### config.mk
export PLATFORM = sky130hd
export DESIGN_NAME = pipe_hazard_ctrl
export DESIGN_NICKNAME = d
export VERILOG_FILES = /design/src/rtl/pipe_pkg.sv /design/src/rtl/load_use_detect.sv /design/src/rtl/pipe_hazard_ctrl.sv
export SDC_FILE = /design/constraint.sdc
export NUM_CORES = 1
export LEC_CHECK = 0
export ABC_AREA = 1
export BUFFER_PORTS_ARGS = -buffer_cell sky130_fd_sc_hd__buf_4
export CAP_MARGIN = 20
export CORE_UTILIZATION = 55
export CTS_BUF_LIST = sky130_fd_sc_hd__clkbuf_4 sky130_fd_sc_hd__clkbuf_8
export CTS_CLUSTER_DIAMETER = 60
export DETAILED_ROUTE_END_ITERATION = 10
export PLACE_DENSITY = 0.88
export REMOVE_ABC_BUFFERS = 1
export SLEW_MARGIN = 40
export SYNTH_ARGS = -nofsm -noshare
export SYNTH_HDL_FRONTEND = slang
export SYNTH_SLANG_ARGS = --single-unit
### constraint.sdc
create_clock -name clk_i -period 1.6 [get_ports clk_i]
set_input_delay 0.16 -clock clk_i [delete_from_list [all_inputs] [get_ports clk_i]]
set_output_delay 0.16 -clock clk_i [all_outputs]
set_load 0.02 [all_outputs]
### src/rtl/pipe_pkg.sv
`default_nettype none
// ============================================================================
// Module      : pipe_pkg
// Description : Shared pipeline types and constants for the 5-stage core.
// Revision    : 1.0 - initial release
// ============================================================================
package pipe_pkg;

    localparam int              c_REG_W = 5;
    localparam logic [c_REG_W-1:0] c_X0 = '0;

    localparam logic [6:0] c_OPC_LOAD   = 7'b0000011;
    localparam logic [6:0] c_OPC_STORE  = 7'b0100011;
    localparam logic [6:0] c_OPC_BRANCH = 7'b1100011;

    typedef enum logic [1:0] {
        ST_IDLE = 2'd0,
        ST_REQ  = 2'd1,
        ST_DONE = 2'd2
    } state_t;

endpackage
`default_nettype wire

### src/rtl/load_use_detect.sv
`default_nettype none
// ============================================================================
// Module      : load_use_detect
// Description : Combinational load-use hazard compare between EX and ID.
// Revision    : 1.0 - initial release
// ============================================================================
module load_use_detect
    import pipe_pkg::*;
(
    input  logic               i_idex_memread,
    input  logic [c_REG_W-1:0] i_idex_rd,
    input  logic [c_REG_W-1:0] i_ifid_rs1,
    input  logic [c_REG_W-1:0] i_ifid_rs2,
    output logic               o_hazard
);

    logic w_rs_match;

    assign w_rs_match = (i_idex_rd == i_ifid_rs1) || (i_idex_rd == i_ifid_rs2);
    // x0 is hardwired zero, so a load targeting it never creates a dependency
    assign o_hazard   = i_idex_memread && (i_idex_rd != c_X0) && w_rs_match;

endmodule
`default_nettype wire

### src/rtl/pipe_hazard_ctrl.sv
`default_nettype none
// ============================================================================
// Module      : pipe_hazard_ctrl
// Description : Stall/flush sequencer: memory-wait FSM, load-use bubble,
//               branch flush, saturating stall counter and timeout flag.
// Revision    : 1.0 - initial release
// ============================================================================
module pipe_hazard_ctrl
    import pipe_pkg::*;
#(
    parameter int CNT_W   = 16,
    parameter int TIMEOUT = 255
) (
    input  logic               clk_i,
    input  logic               rst_i,
    input  logic               IDEX_MemRead_i,
    input  logic [c_REG_W-1:0] IDEX_Rd_i,
    input  logic [c_REG_W-1:0] IFID_Rs1_i,
    input  logic [c_REG_W-1:0] IFID_Rs2_i,
    input  logic               Branch_taken_i,
    input  logic               EXMEM_MemRead_i,
    input  logic               EXMEM_MemWrite_i,
    input  logic               mem_ack_i,
    output logic               mem_req_o,
    output logic               Stall_o,
    output logic               PCWrite_o,
    output logic               IFIDWrite_o,
    output logic               NoOp_o,
    output logic               Flush_o,
    output logic [CNT_W-1:0]   stall_cnt_o,
    output logic               err_o
);

    localparam int                 c_WAIT_W    = $clog2(TIMEOUT + 1);
    localparam logic [c_WAIT_W-1:0] c_WAIT_MAX  = c_WAIT_W'(TIMEOUT);
    localparam logic [c_WAIT_W-1:0] c_WAIT_LAST = c_WAIT_W'(TIMEOUT - 1);

    state_t              r_state;
    logic [c_WAIT_W-1:0] r_wait;
    logic [CNT_W-1:0]    r_stall_cnt;
    logic                r_err;

    logic w_mem_pending;
    logic w_mem_stall;
    logic w_load_use;

    load_use_detect u_load_use_detect (
        .i_idex_memread (IDEX_MemRead_i),
        .i_idex_rd      (IDEX_Rd_i),
        .i_ifid_rs1     (IFID_Rs1_i),
        .i_ifid_rs2     (IFID_Rs2_i),
        .o_hazard       (w_load_use)
    );

    assign w_mem_pending = EXMEM_MemRead_i | EXMEM_MemWrite_i;
    // Gated by reset so an asserted reset withdraws the request at once,
    // even while the EX/MEM access is still presented.
    assign w_mem_stall   = rst_i && ((r_state == ST_REQ) ||
                                     ((r_state == ST_IDLE) && w_mem_pending));

    always_comb begin
        mem_req_o   = 1'b0;
        Stall_o     = 1'b0;
        PCWrite_o   = 1'b1;
        IFIDWrite_o = 1'b1;
        NoOp_o      = 1'b0;
        Flush_o     = 1'b0;
        if (w_mem_stall) begin
            mem_req_o   = 1'b1;
            Stall_o     = 1'b1;
            PCWrite_o   = 1'b0;
            IFIDWrite_o = 1'b0;
        end else if (w_load_use) begin
            PCWrite_o   = 1'b0;
            IFIDWrite_o = 1'b0;
            NoOp_o      = 1'b1;
        end else if (Branch_taken_i) begin
            Flush_o     = 1'b1;
        end
    end

    always_ff @(posedge clk_i or negedge rst_i) begin
        if (!rst_i) begin
            r_state     <= ST_IDLE;
            r_wait      <= '0;
            r_stall_cnt <= '0;
            r_err       <= 1'b0;
        end else begin
            if ((Stall_o || NoOp_o) && (r_stall_cnt != {CNT_W{1'b1}})) begin
                r_stall_cnt <= r_stall_cnt + 1'b1;
            end
            case (r_state)
                ST_IDLE: begin
                    if (w_mem_pending) begin
                        r_state <= ST_REQ;
                        r_wait  <= '0;
                    end
                end
                ST_REQ: begin
                    if (r_wait != c_WAIT_MAX) begin
                        r_wait <= r_wait + 1'b1;
                    end
                    if (r_wait == c_WAIT_LAST) begin
                        r_err <= 1'b1;
                    end
                    if (mem_ack_i) begin
                        r_state <= ST_DONE;
                    end
                end
                ST_DONE: r_state <= ST_IDLE;
                default: r_state <= ST_IDLE;
            endcase
        end
    end

    assign stall_cnt_o = r_stall_cnt;
    assign err_o       = r_err;

endmodule
`default_nettype wire

==> run summary, run 1 <==
Global-route wire length before repair: 7790 µm. The tools report the endpoint of the most critical register-to-register path as stall_cnt_o[5]. The via density per instance is 5.41. Net switching is 43.8% of the power. In this run the power spent charging and discharging nets is 0.00117 W. The floorplan step defined a core boundary enclosing 0.00310 mm².

The share of synthesized area in the top cell type comes to 36.7%. The first routing iteration left 178 violations. TritonCTS built the clock tree. The setup check on the worst reg-to-reg path leaves a slack of 20 ps.

The maximum level of the CTS H-tree is 1, and the total wire length is 5260 µm. For this run, design rule violations remaining after detail routing come to 0. For this run, the number of Yosys warnings is 0.

The post-synthesis instance total is 262, and the horizontal die dimension is 59.9 µm. The via count of the first global-routing pass was 1,839. The die covers 0.00358 mm². Port buffering added 44 buffers.

The multi-input combinational cells in the finished layout cover a total of 0.00104 mm². The number of antenna violations at the first check in global routing was 0; the number of top-level pins was 45. OpenSTA, run right after detailed placement, puts the worst setup slack at -4.48 ps. The number of clock sinks came out at 27. The worst hold path passes through 2 cells. Multiplexer cells account for 0% of the synthesized area.

The flow ran to the end, and the final reports show no timing, DRC or antenna violations. The number of buffers on the longest clock path is 2, and the post-synthesis average cell area is 7.02 µm². The tools report the final estimated routing congestion in global placement as 0.879. The post-synthesis instance area was 0.00184 mm². Setup repair after global routing could not meet its margin everywhere.

The largest family of logic cells by synthesized area is simple AND/OR/NAND/NOR gates. Number of failing hold endpoints at the final stage: 0. In this run, flip-flops and latches consume 35.8% of the power. The clock transition time at the flip-flop clock pins of the worst setup and hold paths is 140 ps. Synthesis instantiated 24 different standard cells from the library. Sort of element at the end of the critical path: an output port. The worst hold path begins at mem_ack_i.

Global routing usage summed across all routing layers: 28.9%. The worst path required time is 1440 ps, and the clock network latency to the later pin of the worst-skew pair is 320 ps. The first TritonRoute pass finished after 5 iterations. The number of max-slew violations in the final report is 0. The logs give 36.7% for the share of the yosys chip area belonging to registers and 0.00150 W for the internal cell power. The period utilization works out to 99.6%. Detailed routing inserted a total of 2,049 vias. The path with the worst hold slack has its endpoint at r_state[0]. The type of the worst setup path was flip-flop to output port.

Fill cells in the final layout number 211. The tools report the data arrival time at the worst-slack endpoint as 1430 ps. The clock skew was 1.76 ps; the final global-route overflow total was 0.

The power per cell area was 1060 mW/mm²; the post-layout minimum cycle time was 1590 ps. Largest area contributor in the netlist: dfrtp_1. The area growth from synthesis to layout was 36.6%.

Actual slew at the worst max-slew pin: 337 ps. The count of cells along the worst register-to-register path came out at 8. The clock network accounts for 11.1% of the total power. The tools report the fmax as 627 MHz. The worst setup path is launched from a flip-flop.

The tools report the total of endpoints with negative setup slack in the final report as 0. Effective utilization at floorplan: 59.3%. Max-cap violations in this run came to 0.

In this run the remaining antenna-violating nets after routing total 0. Of the total synthesized cell area, the portion taken by full adders, half adders and majority gates is 2.04%. The post-synthesis xor/xnor area fraction was 6.66%; the area fraction in and, or, nand and nor cells after synthesis was 38.6%.

The max-slew headroom at the worst pin was 77.5%. Counting flops and latches in the post-synthesis netlist gives 27. For the worst hold margin, the log shows 25.5 ps. The run gives 0.916 mV as the worst vdd rail ir drop. The class of the most critical hold timing path was primary input to flip-flop. In this run, CTS created clock tree buffers numbering 3. For the share of total power in combinational logic, the log shows 53.1%.

The post-route netlist has 32.2% of its cells at a drive strength greater than 1. The number of antenna diodes in the final layout is 0. Summed over all failing endpoints, the final setup total negative slack is 0 ps. In the post-route analysis, the smallest setup slack over all paths is 6.15 ps. Across the whole layout, storage elements account for 677 µm².

The tree is rooted in a clkbuf_4. The synthesized netlist devotes 4.76% of its cell area to compound gates. In this run the core area contains 20 standard-cell rows. After legalization and detailed placement, the total HPWL measured 3310 µm. In this run the worst path has a maximum fanout of 3. Power comes to 0.00267 W. The y dimension of the die is 59.9 µm, and the final net count is 361. The origin of the critical flop-to-flop path was stall_cnt_o[6].

Largest net degree at the start of global routing: 28. After synthesis, the cell types taking the most area are dfrtp_1 37%, nand2_1 18%, inv_1 7.5%. In this run the static leakage power is 1.41 nW.

The routed length per instance works out to 13.9 µm.
## cell type report
type | count | area share (%)
flip-flops and latches | 27 | 26.9
inverters | 41 | 6.12
well taps | 44 | 2.19
multi-input cells | 190 | 41.3
repair buffers | 73 | 22.3
clock buffers | 3 | 0.896
clock inverters | 1 | 0.199
## per-layer routing
metal / vias to the layer above / track usage (%) / wire length [µm]
met5: - / 0 / 0
li1: 960 / - / -
met2: 132 / 48.3 / 2570
met3: 22 / 2.81 / 497
met4: 0 / 11.6 / 127
met1: 935 / 38.4 / 2060
## critical path, cell delays in order (launching register included)
cell	delay, ps
dfrtp_1	420
buf_4	150
nor2_4	150
o21ai_4	100
nand2_4	90
inv_2	50
buf_4	150
## Yosys cell counts
cell type  count
nand2_1       89
inv_1         37
dfrtp_1       27
nand3_1       27
nor2_1        22
xor2_1        10
o21ai_0        8
nand4_1        5
nor3_1         5
buf_4          4
inv_2          4
xnor2_1        4
ha_1           3
buf_6          2
nand2_4        2
nor3_2         2
o21ai_2        2
o31ai_1        2
or2_2          2
a21oi_1        1
a41o_1         1
nand3b_4       1
nor2_4         1
nor3_4         1
## metrics by stage
step,area [µm²],utilization (%),std cells
2_1_floorplan,1790,-,256
3_3_place_gp,2260,72.7,355
3_5_place_dp,2260,72.7,355
4_1_cts,2380,76.8,371
5_1_grt,2510,81.0,379
6_report,2510,81.0,379
## how the worst max path moves through the flow
stage                 endpoint            from  cells after the start
2_1_floorplan  stall_cnt_o[10]  stall_cnt_o[0]                     11
3_3_place_gp   stall_cnt_o[10]  stall_cnt_o[0]                     11
3_5_place_dp   stall_cnt_o[10]  stall_cnt_o[0]                     11
4_1_cts                 NoOp_o      r_state[0]                      7
5_1_grt         stall_cnt_o[3]  stall_cnt_o[6]                      8
6_report           IFIDWrite_o      r_state[1]                      6
## power by group through the flow
stage / Combinational (W) / Sequential [W] / Clock (W)
6_report: 0.00142 / 0.000957 / 0.000296
5_1_grt: 0.00154 / 0.000973 / 0.000329
4_1_cts: 0.00121 / 0.000926 / 0.000302
3_5_place_dp: 0.00107 / 0.000942 / 0
3_3_place_gp: 0.00104 / 0.000933 / 0
2_1_floorplan: 0.000564 / 0.00100 / 0
## cells in the final DEF, fill, tap and decap left out, drive strengths merged, types with 4 or more instances in the layout
| cell type | n |
|---|---|
| buf | 72 |
| dfrtp | 27 |
| inv | 41 |
| nand2 | 92 |
| nand3 | 27 |
| nand4 | 5 |
| nor2 | 23 |
| nor3 | 8 |
| o21ai | 10 |
| xnor2 | 4 |
| xor2 | 10 |
## repair_timing
action | in CTS | in global routing
endpoints found under the hold margin | 27 | 0
hold buffers | 1 | 0
buffers inserted | 10 | 7
resized for setup | 2 | 20
pin swaps | 3 | 5
gates cloned | 1 | 1
endpoints found under the setup margin | 7 | 30
## cells by family (layout without fill, tap and decap cells)
family                   count (synthesis)  in the layout
AO/OA/AOI/OAI                           14             14
XOR/XNOR                                14             14
adder cells (fa/ha/maj)                  3              3
buffers and inverters                   47            118
flip-flops                              27             27
AND/OR/NAND/NOR                        157            159
## state kept, by name, summed over array words and instances (netlist names)
register / cells
r_wait: 8
r_state: 2
stall_cnt_o: 16
err_o: 1
(Power assumes the default switching activity.)
==> run 2, diff against run 1 <==
--- a/config.mk
+++ b/config.mk
@@ -17,4 +17,5 @@
 export SLEW_MARGIN = 40
 export SYNTH_ARGS = -nofsm -noshare
 export SYNTH_HDL_FRONTEND = slang
+export SYNTH_HIERARCHICAL = 1
 export SYNTH_SLANG_ARGS = --single-unit
==> run summary, run 2 <==
The run finished with clean final reports. The number of synthesized flops with an enable pin is 0 (unchanged). The routed length per instance was 11.4 µm (-18%). The number of register bits inferred by synthesis works out to 27 (unchanged). The final standard cell area without fillers was 0.00243 mm² (-3.2%); the worst-path maximum fanout was 4 (+1).

The number of iterations in the first detailed-routing pass is 4 (-1), and the sum of net half-perimeters after detailed placement is 3210 µm (-3.1%). The total number of yosys warnings was 6 (+6). Period utilization: 96.9% (-2.7 points). The final net count is 371 (+2.8%). In the layout the commonest cells are 123 x nand2_1, 56 x buf_4, 28 x inv_1.

The flip-flop count of the largest register, all copies and words added is 16 (unchanged), and the final estimated routing congestion in global placement is 0.869 (-1.2%). The number of max-slew violations in the final report was 0 (unchanged); the clock network latency to the later pin of the worst-skew pair was 330 ps (about the same). The run gives 20 (unchanged) as the total number of placement rows. The async set-reset flop share out of synthesis was 100% (unchanged); the area growth from synthesis to layout was 30.0%. For the max-slew headroom at the worst pin, the log shows 76.9% (-0.61 points). The unique cell type count in the Yosys netlist was 25 (+4.2%); the number of clock sinks was 27 (unchanged). The run gives 1,890 (-7.8%) as the vias after detailed routing.

The global routing usage summed across all routing layers was 25.4% (-3.5 points). The count of fill cells added during filler insertion came out at 243 (+15%). Setup repair after global routing could not meet its margin everywhere. The library cell used most frequently in the layout, excluding fill and tap cells, is nand2_1.

The run gives 11.3 ps (+9.53 ps) as the clock skew. The tools report the fmax as 645 MHz (+2.8%). Among all cell types in the netlist, the one instantiated most often is nand2_1. Top flip-flop cell by instance count after synthesis: dfrtp_1. Fraction of synthesized cell area taken by the top area cell type: 36.1% (-0.61 points). The run gives 7020 µm (-9.9%) as the global-route wire length before repair.

The worst setup path is launched from a flip-flop. The worst setup path is of the flip-flop to output port kind. The number of failing hold endpoints at the final stage was 0 (unchanged); the number of top-level pins was 45 (unchanged). The clock transition time at the flip-flop clock pins of the worst setup and hold paths is 140 ps (about the same), and the fraction of layout instances using a drive strength above 1 is 27.0% (-5.3 points). The post-synthesis average cell area works out to 6.59 µm² (-6.2%).

The post-layout minimum cycle time was 1550 ps (-43.6 ps). The master cell of the clock root buffer is clkbuf_4. Via density per instance: 4.86 (-10%). Worst vdd rail ir drop: 0.950 mV (+3.8%). By count the netlist is led by 128 x nand2_1, 31 x inv_1, 27 x dfrtp_1, 27 x nor2_1, 14 x nand3_1. The tools report the number of antenna violations at the first check in global routing as 0 (unchanged). The tools report the final worst slack as 49.7 ps (+43.6 ps). For the data arrival time at the worst-slack endpoint, the log shows 1390 ps (-40 ps). The worst path required time is 1440 ps (about the same), and the count of antenna diodes in the layout is 0 (unchanged). The tools report the effective utilization at floorplan as 59.8% (+0.53 points). The via count of the first global-routing pass came out at 1,711 (-7.0%). The logs give 0.00229 mm² (+1.4%) for the instance area after placement and 28 (unchanged) for the largest net degree at the start of global routing. Class of the most critical hold timing path: primary input to flip-flop.

The tools report the area inside the core boundary as 0.00313 mm² (+0.81%). The post-synthesis instance area is 0.00187 mm² (+1.7%). The post-synthesis instance total came out at 284 (+8.4%). TritonCTS built the clock tree.

The tools report the pre-CTS setup slack as 120 ps (+125 ps). The actual slew at the worst max-slew pin is 346 ps (+9.13 ps), and the number of port buffers is 44 (unchanged). The sort of element at the end of the critical path was an output port.

The post-detailed-route DRC marker count is 0 (unchanged). The maximum level of the CTS H-tree was 1 (unchanged). Number of buffers on the longest clock path: 2 (unchanged). The cell leakage power was 1.35 nW (-4.4%). The total of endpoints with negative setup slack in the final report is 0 (unchanged), and the power per cell area is 1010 mW/mm² (-5.0%). The biggest area contributor in the post-synthesis netlist is dfrtp_1. The iteration-0 DRC count of the detailed router was 112 (-37%).

TritonCTS buffer count: 3 (unchanged). The share of the yosys chip area belonging to registers is 36.1% (-0.61 points), and the total wire length is 4430 µm (-16%). The total negative slack is 0 ps (unchanged), and the final global-route overflow total is 0 (unchanged). The tools report the max-capacitance violation count as 0 (unchanged). The worst hold margin came out at 25.7 ps (+0.225 ps). The y dimension of the die works out to 60.3 µm (+0.81%). The area of the die is 0.00364 mm² (+1.6%), and the horizontal die dimension is 60.3 µm (+0.81%). The logs give 0.00246 W (-8.1%) for the overall power consumption and 0 (unchanged) for the antenna violation net count after detailed routing. After synthesis, the cell types taking the most area are dfrtp_1 36%, nand2_1 26%, inv_1 6.2%.
## run 2: changes by cell type after synthesis, moves of 3 or more
cell,before,now
xor2_1,10,5
nand3_1,27,14
inv_1,37,31
nor3_1,5,1
inv_2,4,7
o21ai_1,0,6
nor2_1,22,27
nand2_1,89,128
## run 2: metal layers
layer / vias up / track usage (%) / part of all wire (%)
li1: 983 / - / -
met1: 861 / 31.1 / 43
met2: 40 / 46.5 / 52
met3: 6 / 2.35 / 3.3
met4: 0 / 8.64 / 0.95
met5: - / 0 / 0
## run 2: cell type report
class	count	area, µm²	share of cell area (%)
repair buffers	61	484	19.9
clock buffers	3	22.5	0.925
multi-input cells	215	1050	43.1
flip-flops and latches	27	676	27.8
inverters	38	143	5.86
well taps	44	55.1	2.26
clock inverters	1	5.00	0.206
## run 2: final timing paths
kind                                 start         end  slack (ps)  depth (start not counted)
worst min-delay path             mem_ack_i  r_state[0]          30                          2
max in group asynchronous            rst_i   r_wait[6]         970                          3
worst max register to register   r_wait[0]   r_wait[1]         120                          9
worst max-delay path            r_state[1]     Flush_o          50                          7
worst min register to register       err_o       err_o         490                          1
min in group asynchronous            rst_i       err_o         370                          3
## run 2: worst max-delay path: stages (launching register included)
cell	delay [ps]
dfrtp_1	440
nor2_1	110
nand2_1	80
nand2_1	80
nand2_2	80
inv_2	90
nor2_1	50
buf_4	150
## run 2: cells by family (layout without fill, tap and decap cells)
family,count (synthesis),count (layout),share of synthesized area [%]
compound gates,18,18,5.88
xor+xnor,10,10,4.68
fa+ha+maj,3,3,2.01
buf+inv,42,103,9.43
flops,27,27,36.1
simple gates,184,184,41.9
## run 2: metrics by stage
step | utilization [%] | cells
2_1_floorplan | - | 280
3_3_place_gp | 73.2 | 375
3_5_place_dp | 73.2 | 375
4_1_cts | 75.0 | 382
5_1_grt | 77.8 | 389
6_report | 77.8 | 389
## run 2: timing repair
item | 4_1_cts | 5_1_grt
setup endpoints to repair | 6 | 29
resized for setup | 3 | 12
endpoints found under the hold margin | 27 | 0
pin swaps | 1 | 5
setup buffers | 2 | 7
hold buffers | 1 | 0
## run 2: report_power, final
part / total (W) / leakage, nW / internal (W) / switching, W
logic: 0.00127 / 0.967 / 0.000540 / 0.000729
registers: 0.000889 / 0.366 / 0.000785 / 0.000105
clock network: 0.000299 / 0.0177 / 0.0000938 / 0.000205
total: 0.00246 / 1.35 / 0.00142 / 0.00104
==> run 3, diff against run 2 <==
--- a/config.mk
+++ b/config.mk
@@ -6,16 +6,17 @@
 export NUM_CORES = 1
 export LEC_CHECK = 0
 export ABC_AREA = 1
-export BUFFER_PORTS_ARGS = -buffer_cell sky130_fd_sc_hd__buf_4
 export CAP_MARGIN = 20
-export CORE_UTILIZATION = 55
+export CORE_UTILIZATION = 65
 export CTS_BUF_LIST = sky130_fd_sc_hd__clkbuf_4 sky130_fd_sc_hd__clkbuf_8
 export CTS_CLUSTER_DIAMETER = 60
 export DETAILED_ROUTE_END_ITERATION = 10
-export PLACE_DENSITY = 0.88
+export DONT_BUFFER_PORTS = 1
+export PLACE_DENSITY = 0.87
 export REMOVE_ABC_BUFFERS = 1
 export SLEW_MARGIN = 40
 export SYNTH_ARGS = -nofsm -noshare
 export SYNTH_HDL_FRONTEND = slang
 export SYNTH_HIERARCHICAL = 1
 export SYNTH_SLANG_ARGS = --single-unit
+export TNS_END_PERCENT = 30
==> run summary, run 3 (synthesized netlist as in run 2, its figures left out) <==
The run gives 3 (unchanged) as the TritonCTS buffer count. The logs give 28 (unchanged) for the largest net degree at the start of global routing and 0.00273 mm² (-13%) for the area inside the core boundary. The tools report the final global-route overflow total as 0 (unchanged). For the fmax, the log shows 644 MHz (about the same).

The logs give 7100 µm (+1.2%) for the global-route wire length before repair and 28.8% (+3.4 points) for the global routing usage summed across all routing layers. The number of antenna violations at the first check in global routing was 0 (unchanged). The total of endpoints with negative setup slack in the final report came out at 0 (unchanged). Count of antenna diodes in the layout: 0 (unchanged). The max-capacitance violation count was 0 (unchanged). The antenna violation net count after detailed routing came out at 0 (unchanged).

The flip-flop count of the largest register, all copies and words added came out at 16 (unchanged). The tools report the max-slew headroom at the worst pin as 77.8% (+0.87 points). The run gives 68.5% (+8.6 points) as the effective utilization at floorplan.

The number of standard cells in the final layout excluding fillers was 340 (-13%). The cell leakage power is 1.17 nW (-13%). The routed length per instance came out at 12.1 µm (+6.2%). The vias after detailed routing is 1,790 (-5.3%). The worst setup path is launched from a flip-flop. Via density per instance: 5.26 (+8.4%). TritonCTS built the clock tree.

For the number of max-slew violations in the final report, the log shows 0 (unchanged). The sort of element at the end of the critical path was an output port. The tools report the number of failing hold endpoints at the final stage as 0 (unchanged).

The number of iterations in the first detailed-routing pass was 4 (unchanged); the number of clock sinks was 27 (unchanged). The fraction of layout instances using a drive strength above 1 was 16.8% (-10 points); the clock skew was 6.50 ps (-4.79 ps). For the iteration-0 DRC count of the detailed router, the log shows 90 (-20%). Setup repair after global routing could not meet its margin everywhere. The tools report the master cell of the clock root buffer as clkbuf_4.

The number of buffers on the longest clock path is 2 (unchanged), and the actual slew at the worst max-slew pin is 330 ps (-16.5 ps). The horizontal die dimension was 55.7 µm (-7.7%); the number of top-level pins was 45 (unchanged). The count of fill cells added during filler insertion was 203 (-16%). The power per cell area is 1050 mW/mm² (+3.6%).

The run gives 0 (unchanged) as the post-detailed-route DRC marker count. The worst hold path belongs to the class primary input to flip-flop. For the total wire length, the log shows 4110 µm (-7.2%). The type of the worst setup path was flip-flop to output port.

The period utilization is 97.0% (about the same). Leaving out fill and tap cells, the most frequent cells in the layout are 127 x nand2_1, 28 x inv_1, 27 x dfrtp_1. The maximum level of the CTS H-tree is 1 (unchanged). The tools report the area of the die as 0.00310 mm² (-15%). The data arrival time at the worst-slack endpoint was 1390 ps (about the same); the overall power consumption was 0.00223 W (-9.1%). The clock network latency to the later pin of the worst-skew pair is 340 ps (about the same), and the area growth from synthesis to layout is 14.0%. The tools report the total number of placement rows as 19 (-5.0%). The y dimension of the die is 55.7 µm (-7.7%), and the post-layout minimum cycle time is 1550 ps (+1.50 ps). The logs give 2980 µm (-7.1%) for the sum of net half-perimeters after detailed placement and 0.825 (-5.1%) for the final estimated routing congestion in global placement. The number of port buffers is 0 (-100%). Clock transition time at the flip-flop clock pins of the worst setup and hold paths: 150 ps (about the same).

The run finished with clean final reports. The worst-path maximum fanout was 3 (-1); the worst path required time was 1440 ps (about the same). Leaving out fill and tap cells, the most frequent cell in the layout is nand2_1. The tools report the worst hold margin as 88.0 ps (+62.4 ps). The worst vdd rail ir drop was 1.11 mV (+17%). The tools report the placed instance count as 331 (-12%). The via count of the first global-routing pass is 1,740 (+1.7%), and the final net count is 335 (-9.7%).
[run 3: cell count changes in the layout (fill, tap and decap cells not counted), moves of 3 or more]
cell / delta
buf_4: -35
nand2_2: -4
buf_6: -3
nand2_1: +4
[run 3: routing by layer]
| layer | vias up | part of all wire, % | GRT usage [%] |
|---|---|---|---|
| met2 | 51 | 50 | 50.8 |
| met1 | 806 | 43 | 34.6 |
| met5 | - | 0 | 0 |
| met4 | 0 | 3.3 | 14.3 |
| li1 | 916 | - | - |
| met3 | 17 | 3.8 | 3.49 |
[run 3: final cells by class]
type | count | area, µm² | share of cell area [%]
inverters | 38 | 145 | 6.80
clock buffers | 3 | 22.5 | 1.06
clock inverters | 1 | 5.00 | 0.234
well taps | 31 | 38.8 | 1.82
flip-flops and latches | 27 | 676 | 31.7
multi-input cells | 215 | 1030 | 48.2
repair buffers | 25 | 218 | 10.2
[run 3: timing repair]
action,CTS,global route
hold buffers,3,0
setup buffers,0,2
pin swaps,0,2
gates resized for setup,4,5
endpoints found under the hold margin,29,0
endpoints found under the setup margin,6,22
[run 3: through the flow]
stage	instance area [µm²]	worst slack (ps)	utilization, %	setup TNS [ps]
after CTS	2100	0.162	76.8	0
final	2130	48.3	78.1	0
after global placement	2030	117	74.1	0
after detailed placement	2030	32.2	74.1	0
after floorplan	1840	73.7	-	0
after global routing	2130	-25.9	78.1	-98.1
[run 3: worst max-delay path, cell delays in order (launching register included)]
cell and delay (ps):
dfrtp_1 440, nor2_1 110, nand2_1 90, nand2_1 80, nand2_2 80, nand2_1 160
inv_4 100
[run 3: where the power goes]
| group | total [W] | internal [W] | switching (W) |
|---|---|---|---|
| clock network | 0.000311 | 0.0000942 | 0.000217 |
| logic | 0.00103 | 0.000378 | 0.000652 |
| registers | 0.000892 | 0.000785 | 0.000107 |
| total | 0.00223 | 0.00126 | 0.000976 |
[run 3: path summary, 6_finish.rpt]
path | start | endpoint | slack (ps) | cells after the start
min | EXMEM_MemWrite_i | r_state[0] | 90 | 4
min reg2reg | r_wait[0] | r_wait[0] | 510 | 1
min in group asynchronous | rst_i | r_wait[2] | 240 | 2
max | r_state[1] | PCWrite_o | 50 | 6
max in group asynchronous | rst_i | stall_cnt_o[3] | 1200 | 2
max reg2reg | stall_cnt_o[0] | stall_cnt_o[2] | 110 | 9
